==> config.mk <==
export PLATFORM = sky130hd
export DESIGN_NAME = reg_file_mp
export DESIGN_NICKNAME = d
export VERILOG_FILES = /design/src/rtl/regfile_pkg.sv /design/src/rtl/reg_scoreboard.sv /design/src/rtl/reg_file_mp.sv
export SDC_FILE = /design/constraint.sdc
export NUM_CORES = 2
export LEC_CHECK = 0
export CAP_MARGIN = 15
export CORE_UTILIZATION = 61
export CTS_CLUSTER_DIAMETER = 30
export CTS_CLUSTER_SIZE = 14
export DETAILED_ROUTE_END_ITERATION = 8
export PLACE_DENSITY_LB_ADDON = 0.15
export SLEW_MARGIN = 40
export SYNTH_ARGS = -nofsm -noshare
export SYNTH_HDL_FRONTEND = slang
export SYNTH_SLANG_ARGS = --single-unit
==> constraint.sdc <==
create_clock -name clk -period 4.45 [get_ports clk]
set_clock_uncertainty 0.15 [all_clocks]
set_input_delay 1.335 -clock clk [delete_from_list [all_inputs] [get_ports clk]]
set_output_delay 1.335 -clock clk [all_outputs]
set_load 0.005 [all_outputs]
==> src/rtl/regfile_pkg.sv <==
// Shared widths, index helpers and the register-index type for the multi-port register file.
package regfile_pkg;

    localparam int unsigned DEFAULT_DATA_W    = 32;
    localparam int unsigned DEFAULT_REG_COUNT = 16;
    localparam int unsigned DEFAULT_NUM_RD    = 2;
    localparam int unsigned DEFAULT_BYPASS    = 1;

    function automatic int unsigned addr_w(input int unsigned reg_count);
        return (reg_count > 1) ? $clog2(reg_count) : 1;
    endfunction

    // The top architectural index is the PC and has no storage behind it.
    function automatic int unsigned pc_idx(input int unsigned reg_count);
        return reg_count - 1;
    endfunction

    localparam int unsigned DEFAULT_AW = addr_w(DEFAULT_REG_COUNT);

    typedef logic [DEFAULT_AW-1:0] reg_idx_t;

endpackage

==> src/rtl/reg_scoreboard.sv <==
// Pending-load busy bits: set on load issue, cleared by load writeback, set wins on collision.
module reg_scoreboard
    import regfile_pkg::*;
#(
    parameter int unsigned REG_COUNT = DEFAULT_REG_COUNT,
    parameter int unsigned NUM_RD    = DEFAULT_NUM_RD,
    parameter int unsigned BYPASS    = DEFAULT_BYPASS,
    localparam int unsigned AW       = addr_w(REG_COUNT)
) (
    input  logic                   clk,
    input  logic                   rst_n,
    input  logic                   busy_set,
    input  logic [AW-1:0]          busy_addr,
    input  logic                   we1,
    input  logic [AW-1:0]          waddr1,
    input  logic [NUM_RD*AW-1:0]   raddr,
    output logic [REG_COUNT-1:0]   busy_vec,
    output logic [NUM_RD-1:0]      rd_busy
);

    localparam int unsigned PC_IDX = pc_idx(REG_COUNT);

    logic [REG_COUNT-1:0] busy_q;
    logic [REG_COUNT-1:0] busy_d;

    // Clear first so a new load issued to the returning destination keeps it busy.
    always_comb begin
        busy_d = busy_q;
        if (we1) begin
            busy_d[waddr1] = 1'b0;
        end
        if (busy_set) begin
            busy_d[busy_addr] = 1'b1;
        end
        busy_d[PC_IDX] = 1'b0;
    end

    always_ff @(posedge clk or negedge rst_n) begin
        if (!rst_n) begin
            busy_q <= '0;
        end else begin
            busy_q <= busy_d;
        end
    end

    assign busy_vec = busy_q;

    // A load returning this cycle resolves the stall immediately when bypass is on.
    for (genvar gi = 0; gi < NUM_RD; gi++) begin : g_rd_busy
        logic [AW-1:0] ra;
        assign ra          = raddr[gi*AW +: AW];
        assign rd_busy[gi] = busy_q[ra] & ~((BYPASS != 0) && we1 && (waddr1 == ra));
    end

endmodule

==> src/rtl/reg_file_mp.sv <==
// Multi-port ARM-style register file: two write ports, combinational reads with
// optional write bypass, PC index returning pc_in, and a pending-load scoreboard.
module reg_file_mp
    import regfile_pkg::*;
#(
    parameter int unsigned DATA_W    = DEFAULT_DATA_W,
    parameter int unsigned REG_COUNT = DEFAULT_REG_COUNT,
    parameter int unsigned NUM_RD    = DEFAULT_NUM_RD,
    parameter int unsigned BYPASS    = DEFAULT_BYPASS,
    localparam int unsigned AW       = addr_w(REG_COUNT)
) (
    input  logic                       clk,
    input  logic                       rst_n,
    input  logic                       we0,
    input  logic [AW-1:0]              waddr0,
    input  logic [DATA_W-1:0]          wdata0,
    input  logic                       we1,
    input  logic [AW-1:0]              waddr1,
    input  logic [DATA_W-1:0]          wdata1,
    input  logic [NUM_RD*AW-1:0]       raddr,
    output logic [NUM_RD*DATA_W-1:0]   rdata,
    output logic [NUM_RD-1:0]          rd_busy,
    input  logic [DATA_W-1:0]          pc_in,
    input  logic                       busy_set,
    input  logic [AW-1:0]              busy_addr,
    output logic [REG_COUNT-1:0]       busy_vec
);

    localparam int unsigned NUM_STORE = REG_COUNT - 1;
    localparam logic [AW-1:0] PC_ADDR = AW'(pc_idx(REG_COUNT));

    logic [DATA_W-1:0] regs_q [NUM_STORE];
    logic [DATA_W-1:0] regs_d [NUM_STORE];

    // Port 0 is applied last so it wins a same-index collision; PC writes never match.
    always_comb begin
        regs_d = regs_q;
        for (int unsigned r = 0; r < NUM_STORE; r++) begin
            if (we1 && (waddr1 == AW'(r))) begin
                regs_d[r] = wdata1;
            end
            if (we0 && (waddr0 == AW'(r))) begin
                regs_d[r] = wdata0;
            end
        end
    end

    always_ff @(posedge clk or negedge rst_n) begin
        if (!rst_n) begin
            for (int unsigned r = 0; r < NUM_STORE; r++) begin
                regs_q[r] <= '0;
            end
        end else begin
            regs_q <= regs_d;
        end
    end

    // Read priority, lowest first: stored, port-1 bypass, port-0 bypass, PC.
    for (genvar gi = 0; gi < NUM_RD; gi++) begin : g_rd
        logic [AW-1:0]     ra;
        logic [DATA_W-1:0] rd;

        assign ra = raddr[gi*AW +: AW];

        always_comb begin
            rd = '0;
            for (int unsigned r = 0; r < NUM_STORE; r++) begin
                if (ra == AW'(r)) begin
                    rd = regs_q[r];
                end
            end
            if ((BYPASS != 0) && we1 && (waddr1 == ra)) begin
                rd = wdata1;
            end
            if ((BYPASS != 0) && we0 && (waddr0 == ra)) begin
                rd = wdata0;
            end
            if (ra == PC_ADDR) begin
                rd = pc_in;
            end
        end

        assign rdata[gi*DATA_W +: DATA_W] = rd;
    end

    reg_scoreboard #(
        .REG_COUNT (REG_COUNT),
        .NUM_RD    (NUM_RD),
        .BYPASS    (BYPASS)
    ) u_scoreboard (
        .clk       (clk),
        .rst_n     (rst_n),
        .busy_set  (busy_set),
        .busy_addr (busy_addr),
        .we1       (we1),
        .waddr1    (waddr1),
        .raddr     (raddr),
        .busy_vec  (busy_vec),
        .rd_busy   (rd_busy)
    );

endmodule

==> flow_metrics.py, run 1 <==
metrics = {
    "synth": {
        "async_flop_share": 1.00,
        "synth_cell_types": 74,
        "yosys_warnings": 0,
        "syn_inst": 3901,
        "synth_area_leader_cell": "dfrtp_1",
        "netlist_area_um2": 34200,
        "synth_most_common_cell": "mux2i_1",
        "postSynthNetCount": 4022,
        "ys_seq_area_frac": 0.362,
        "avgSynthCellArea_um2": 8.77,
        "yosysTopAreaCellShare": 0.362,
        "ys_seq_elements": 495,
        "ys.flop_type": "dfrtp_1",
        "synth.top_cells.by_count": "mux2i_1 (633), dfrtp_1 (495), nor2_1 (419), o21ai_0 (419), a21oi_1 (418)",
        "synth_edf_count": 0,
        "yosys-top-cells-area": "dfrtp_1 (36%), mux2i_1 (19%), o21ai_0 (6.1%)",
    },
    "timing": {
        "worstEpCategory": "top-level output",
        "worst_endpoint": "rdata[25]",
    },
    "status": {
        "outcome": "stopped before the end",
        "error": "[ERROR GRT-0232] Routing congestion too high. Check the congestion heatmap in the GUI.",
        "lastStage": "5_1_grt",
    },
    "clocking": {
        "cts_root_buffer": "clkbuf_16",
        "clock-sinks": 495,
        "cts_buffer_depth": 3,
        "h-tree-depth": 3,
        "cts_buffers": 112,
        "cts-hold-fix-buffers": 0,
    },
    "die": {
        "initial_core_util": 0.619,
        "die_h_um": 239,
        "rows": 86,
        "die_x_um": 239,
        "io_pins": 203,
    },
    "place": {
        "dpl-instance-area_um2": 41100,
        "gp_congestion": 1.13,
        "buffer_ports.inserted": 201,
        "preCtsSetupSlack_ns": -1.32,
        "hpwl_um": 117000,
    },
    "grt": {
        "grt_use_total": 0.910,
        "grt_max_degree": 92,
        "grt_overflow": 468,
    },
}
[repair_timing]
item                                    CTS
gates resized for setup                 983
cloned                                   12
endpoints found under the setup margin   66
setup buffers                           182
pin swaps                               208
[layer usage]
layer	GRT usage	GRT overflow
met2	0.980	192
met1	0.908	47
met5	0.731	5
met3	0.856	51
met4	0.890	173
[kinds of logic after synthesis]
kind of cell              share of synthesized area
AOI/OAI and AO/OA                             0.218
xor gates and xnor gates                    0.00409
buffers and inverters                        0.0606
DFF                                           0.362
muxes                                         0.241
other                                      0.000110
and+or+nand+nor                               0.114
[metrics by stage]
step                      utilization  TNS (ns)  std cells
after floorplan                     -         0       3901
after global placement          0.742    -67.91       4995
after detailed placement        0.742    -69.52       4995
after CTS                       0.893    -15.88       5378
==> inputs of run 2 (changes only) <==
--- a/config.mk
+++ b/config.mk
@@ -6,9 +6,7 @@
 export NUM_CORES = 2
 export LEC_CHECK = 0
 export CAP_MARGIN = 15
-export CORE_UTILIZATION = 61
-export CTS_CLUSTER_DIAMETER = 30
-export CTS_CLUSTER_SIZE = 14
+export CORE_UTILIZATION = 40
 export DETAILED_ROUTE_END_ITERATION = 8
 export PLACE_DENSITY_LB_ADDON = 0.15
 export SLEW_MARGIN = 40
==> flow_metrics.py, run 2 <==
metrics = {
    "timing": {
        "hold_viol": 0,
        "grt_setup_unrepaired": "yes",
        "slew_headroom": 0.439,
        "slew_viol_final": 0,
        "whs_ns": 0.415,
        "fin_ws_ns": -0.549,
        "setup_viol": 65,
        "fin_crit_sh": 1.12,
        "period_minus_slack_ns": 5.00,
        "fmax_mhz": 200,
        "worst_pin_slew_ns": 0.842,
    },
    "finish": {
        "nNetsFinal": 4633,
        "final_common_cell": "mux2i_1",
        "top_register": "regs_q",
        "syn_to_final_growth_pct": 45.6,
        "drive_gt1_frac": 0.346,
        "largest_reg_flops": 480,
        "final_cell_mix": "mux2i_1 (627), buf_4 (495), dfrtp_1 (495), nor2_1 (386), a21oi_1 (355)",
        "final_cells": 5698,
    },
    "detailed_routing": {
        "num_vias": 37400,
        "wl_per_cell_um": 33.2,
        "first_pass_iters": 7,
        "drt_wl_total_um": 189000,
        "drt.antenna.violating_nets": 0,
        "drc_errors": 0,
        "drt_iter0_drc": 5887,
        "vias_per_cell": 6.57,
    },
    "run": {
        "maxCapViolations": 0,
    },
    "power": {
        "powerDensity_nw_per_um2": 368,
        "seqPwrFrac": 0.375,
        "p_leak_nw": 21.2,
        "power_frac_comb": 0.333,
        "p_clk_frac": 0.292,
        "netSwitchingFraction": 0.356,
        "ir_worst_vdd_v": 0.000362,
        "p_switching_mw": 6.51,
        "power.internal_mw": 11.8,
    },
    "synth": {
        "synth_edf_count": 0,
        "yosys_warnings": 0,
        "synth.top_cells.by_count": "mux2i_1 (633), dfrtp_1 (495), nor2_1 (419), o21ai_0 (419), a21oi_1 (418)",
        "avgSynthCellArea_um2": 8.77,
        "postSynthNetCount": 4022,
        "async_flop_share": 1.00,
        "ys_seq_area_frac": 0.362,
        "ys_seq_elements": 495,
        "yosysTopAreaCellShare": 0.362,
        "syn_inst": 3901,
        "synth_cell_types": 74,
        "netlist_area_um2": 34200,
        "synth_area_leader_cell": "dfrtp_1",
        "ys.flop_type": "dfrtp_1",
        "synth_most_common_cell": "mux2i_1",
        "yosys-top-cells-area": "dfrtp_1 (36%), mux2i_1 (19%), o21ai_0 (6.1%)",
    },
    "grt": {
        "grt_overflow": 0,
        "grt_max_degree": 104,
        "grt_use_total": 0.426,
        "grt_pass1_wl_um": 264000,
        "antenna_found_initial": 3,
        "grt_pass1_vias": 35200,
    },
    "die": {
        "die_h_um": 295,
        "io_pins": 203,
        "initial_core_util": 0.406,
        "dieArea_um2": 86700,
        "rows": 106,
        "die_x_um": 295,
        "coreArea_um2": 84200,
    },
    "worst_hold_path": {
        "hold_class": "register to register",
    },
    "clocking": {
        "clk_latency_ns": 0.65,
        "cts_buffer_depth": 3,
        "cts_tree": "yes",
        "cts_root_buffer": "clkbuf_16",
        "h-tree-depth": 2,
        "cts-hold-fix-buffers": 0,
        "cts_buffers": 60,
        "clock-sinks": 495,
        "clkTransAtPathRegs_ns": 0.06,
    },
    "critical_path": {
        "critPathLaunchType": "input port",
        "cp.arrival_ns": 3.51,
        "path_max_fanout": 7,
        "criticalPathCategory": "input port to output port",
        "end_kind": "output port",
        "cp.required_ns": 2.96,
    },
    "place": {
        "dp_cells": 5364,
        "hpwl_um": 123000,
        "gp_congestion": 1.01,
        "buffer_ports.inserted": 201,
    },
    "status": {
        "violations": "negative setup slack",
        "outcome": "finished with violations",
    },
}
run 2: cell counts after synthesis:
No cell type changed its count.
run 2: timing repair:
item | in CTS | in global routing
gates cloned | 15 | 2
endpoints found under the setup margin | 66 | 65
pin swaps | 218 | 185
gates resized for setup | 975 | 315
buffers inserted | 179 | 80
run 2: per-stage QoR:
stage	power [mW]	instance area, µm²	worst slack [ns]	TNS, ns	utilization
finish	18.3	49800	-0.549	-19.88	0.592
global placement	11.7	41700	-1.47	-67.88	0.495
CTS	17.7	48200	-0.601	-20.88	0.572
floorplan	9.28	34200	0.00885	0	-
global route	18.9	49800	-0.552	-21.08	0.592
detailed placement	11.8	41700	-1.48	-68.72	0.495
run 2: cells by family (layout without fill, tap and decap cells):
kind of cell / after synthesis / count (layout) / synth area share
compound gates: 1253 / 1253 / 0.218
buf+inv: 491 / 1153 / 0.0606
simple gates: 908 / 908 / 0.114
xor+xnor: 16 / 16 / 0.00409
flops: 495 / 495 / 0.362
mux: 737 / 737 / 0.241
other cells: 1 / 2 / 0.000110
run 2: cell type report:
class	instances	area, µm²
Sequential cell	495	12400
Timing Repair Buffer	1025	11000
Tap cell	1134	1420
Multi-Input combinational cell	2915	22900
Clock buffer	85	1760
Clock inverter	28	327
Inverter	15	70.1
Fill cell	7279	34400
Antenna cell	1	2.50
run 2: metal layers:
layer / vias up / GRT usage / part of all wire
met5: - / 0 / 0.00016
met4: 4 / 0.230 / 0.064
met3: 719 / 0.134 / 0.14
met2: 2976 / 0.594 / 0.40
met1: 18300 / 0.581 / 0.39
li1: 15500 / - / -
run 2: worst max-delay path, stage by stage:
cell      delay, ns
buf_12         0.12
buf_12         0.13
or3b_4         0.38
buf_6          0.14
o22a_1         0.15
a221o_1        0.31
a32oi_2        0.27
a211oi_2       0.09
nor3_4         0.31
buf_4          0.17
buf_6          0.08
run 2: power by group through the flow:
stage	Sequential (mW)	Combinational (mW)	Clock [mW]
finish	6.87	6.10	5.34
global route	6.95	6.42	5.52
CTS	6.74	5.64	5.35
detailed placement	6.78	5.07	0
global placement	6.76	4.99	0
floorplan	6.37	2.91	0
run 2: final timing paths:
| path | depth (start not counted) | startpoint | slack [ns] | to |
|---|---|---|---|---|
| max in group asynchronous | 3 | rst_n | 2.46 | regs_q[82]$_DFFE_PN0P_ |
| min in group asynchronous | 1 | rst_n | 0.47 | u_scoreboard.busy_vec[12]$_DFF_PN0_ |
| max | 11 | raddr[2] | -0.55 | rdata[1] |
| max reg2reg | 2 | regs_q[53]$_DFFE_PN0P_ | 3.39 | regs_q[53]$_DFFE_PN0P_ |
| min reg2reg | 1 | u_scoreboard.busy_vec[2]$_DFF_PN0_ | 0.41 | u_scoreboard.busy_vec[2]$_DFF_PN0_ |
| min | 1 | u_scoreboard.busy_vec[2]$_DFF_PN0_ | 0.41 | u_scoreboard.busy_vec[2]$_DFF_PN0_ |
Power figures use the tool's default switching activity.
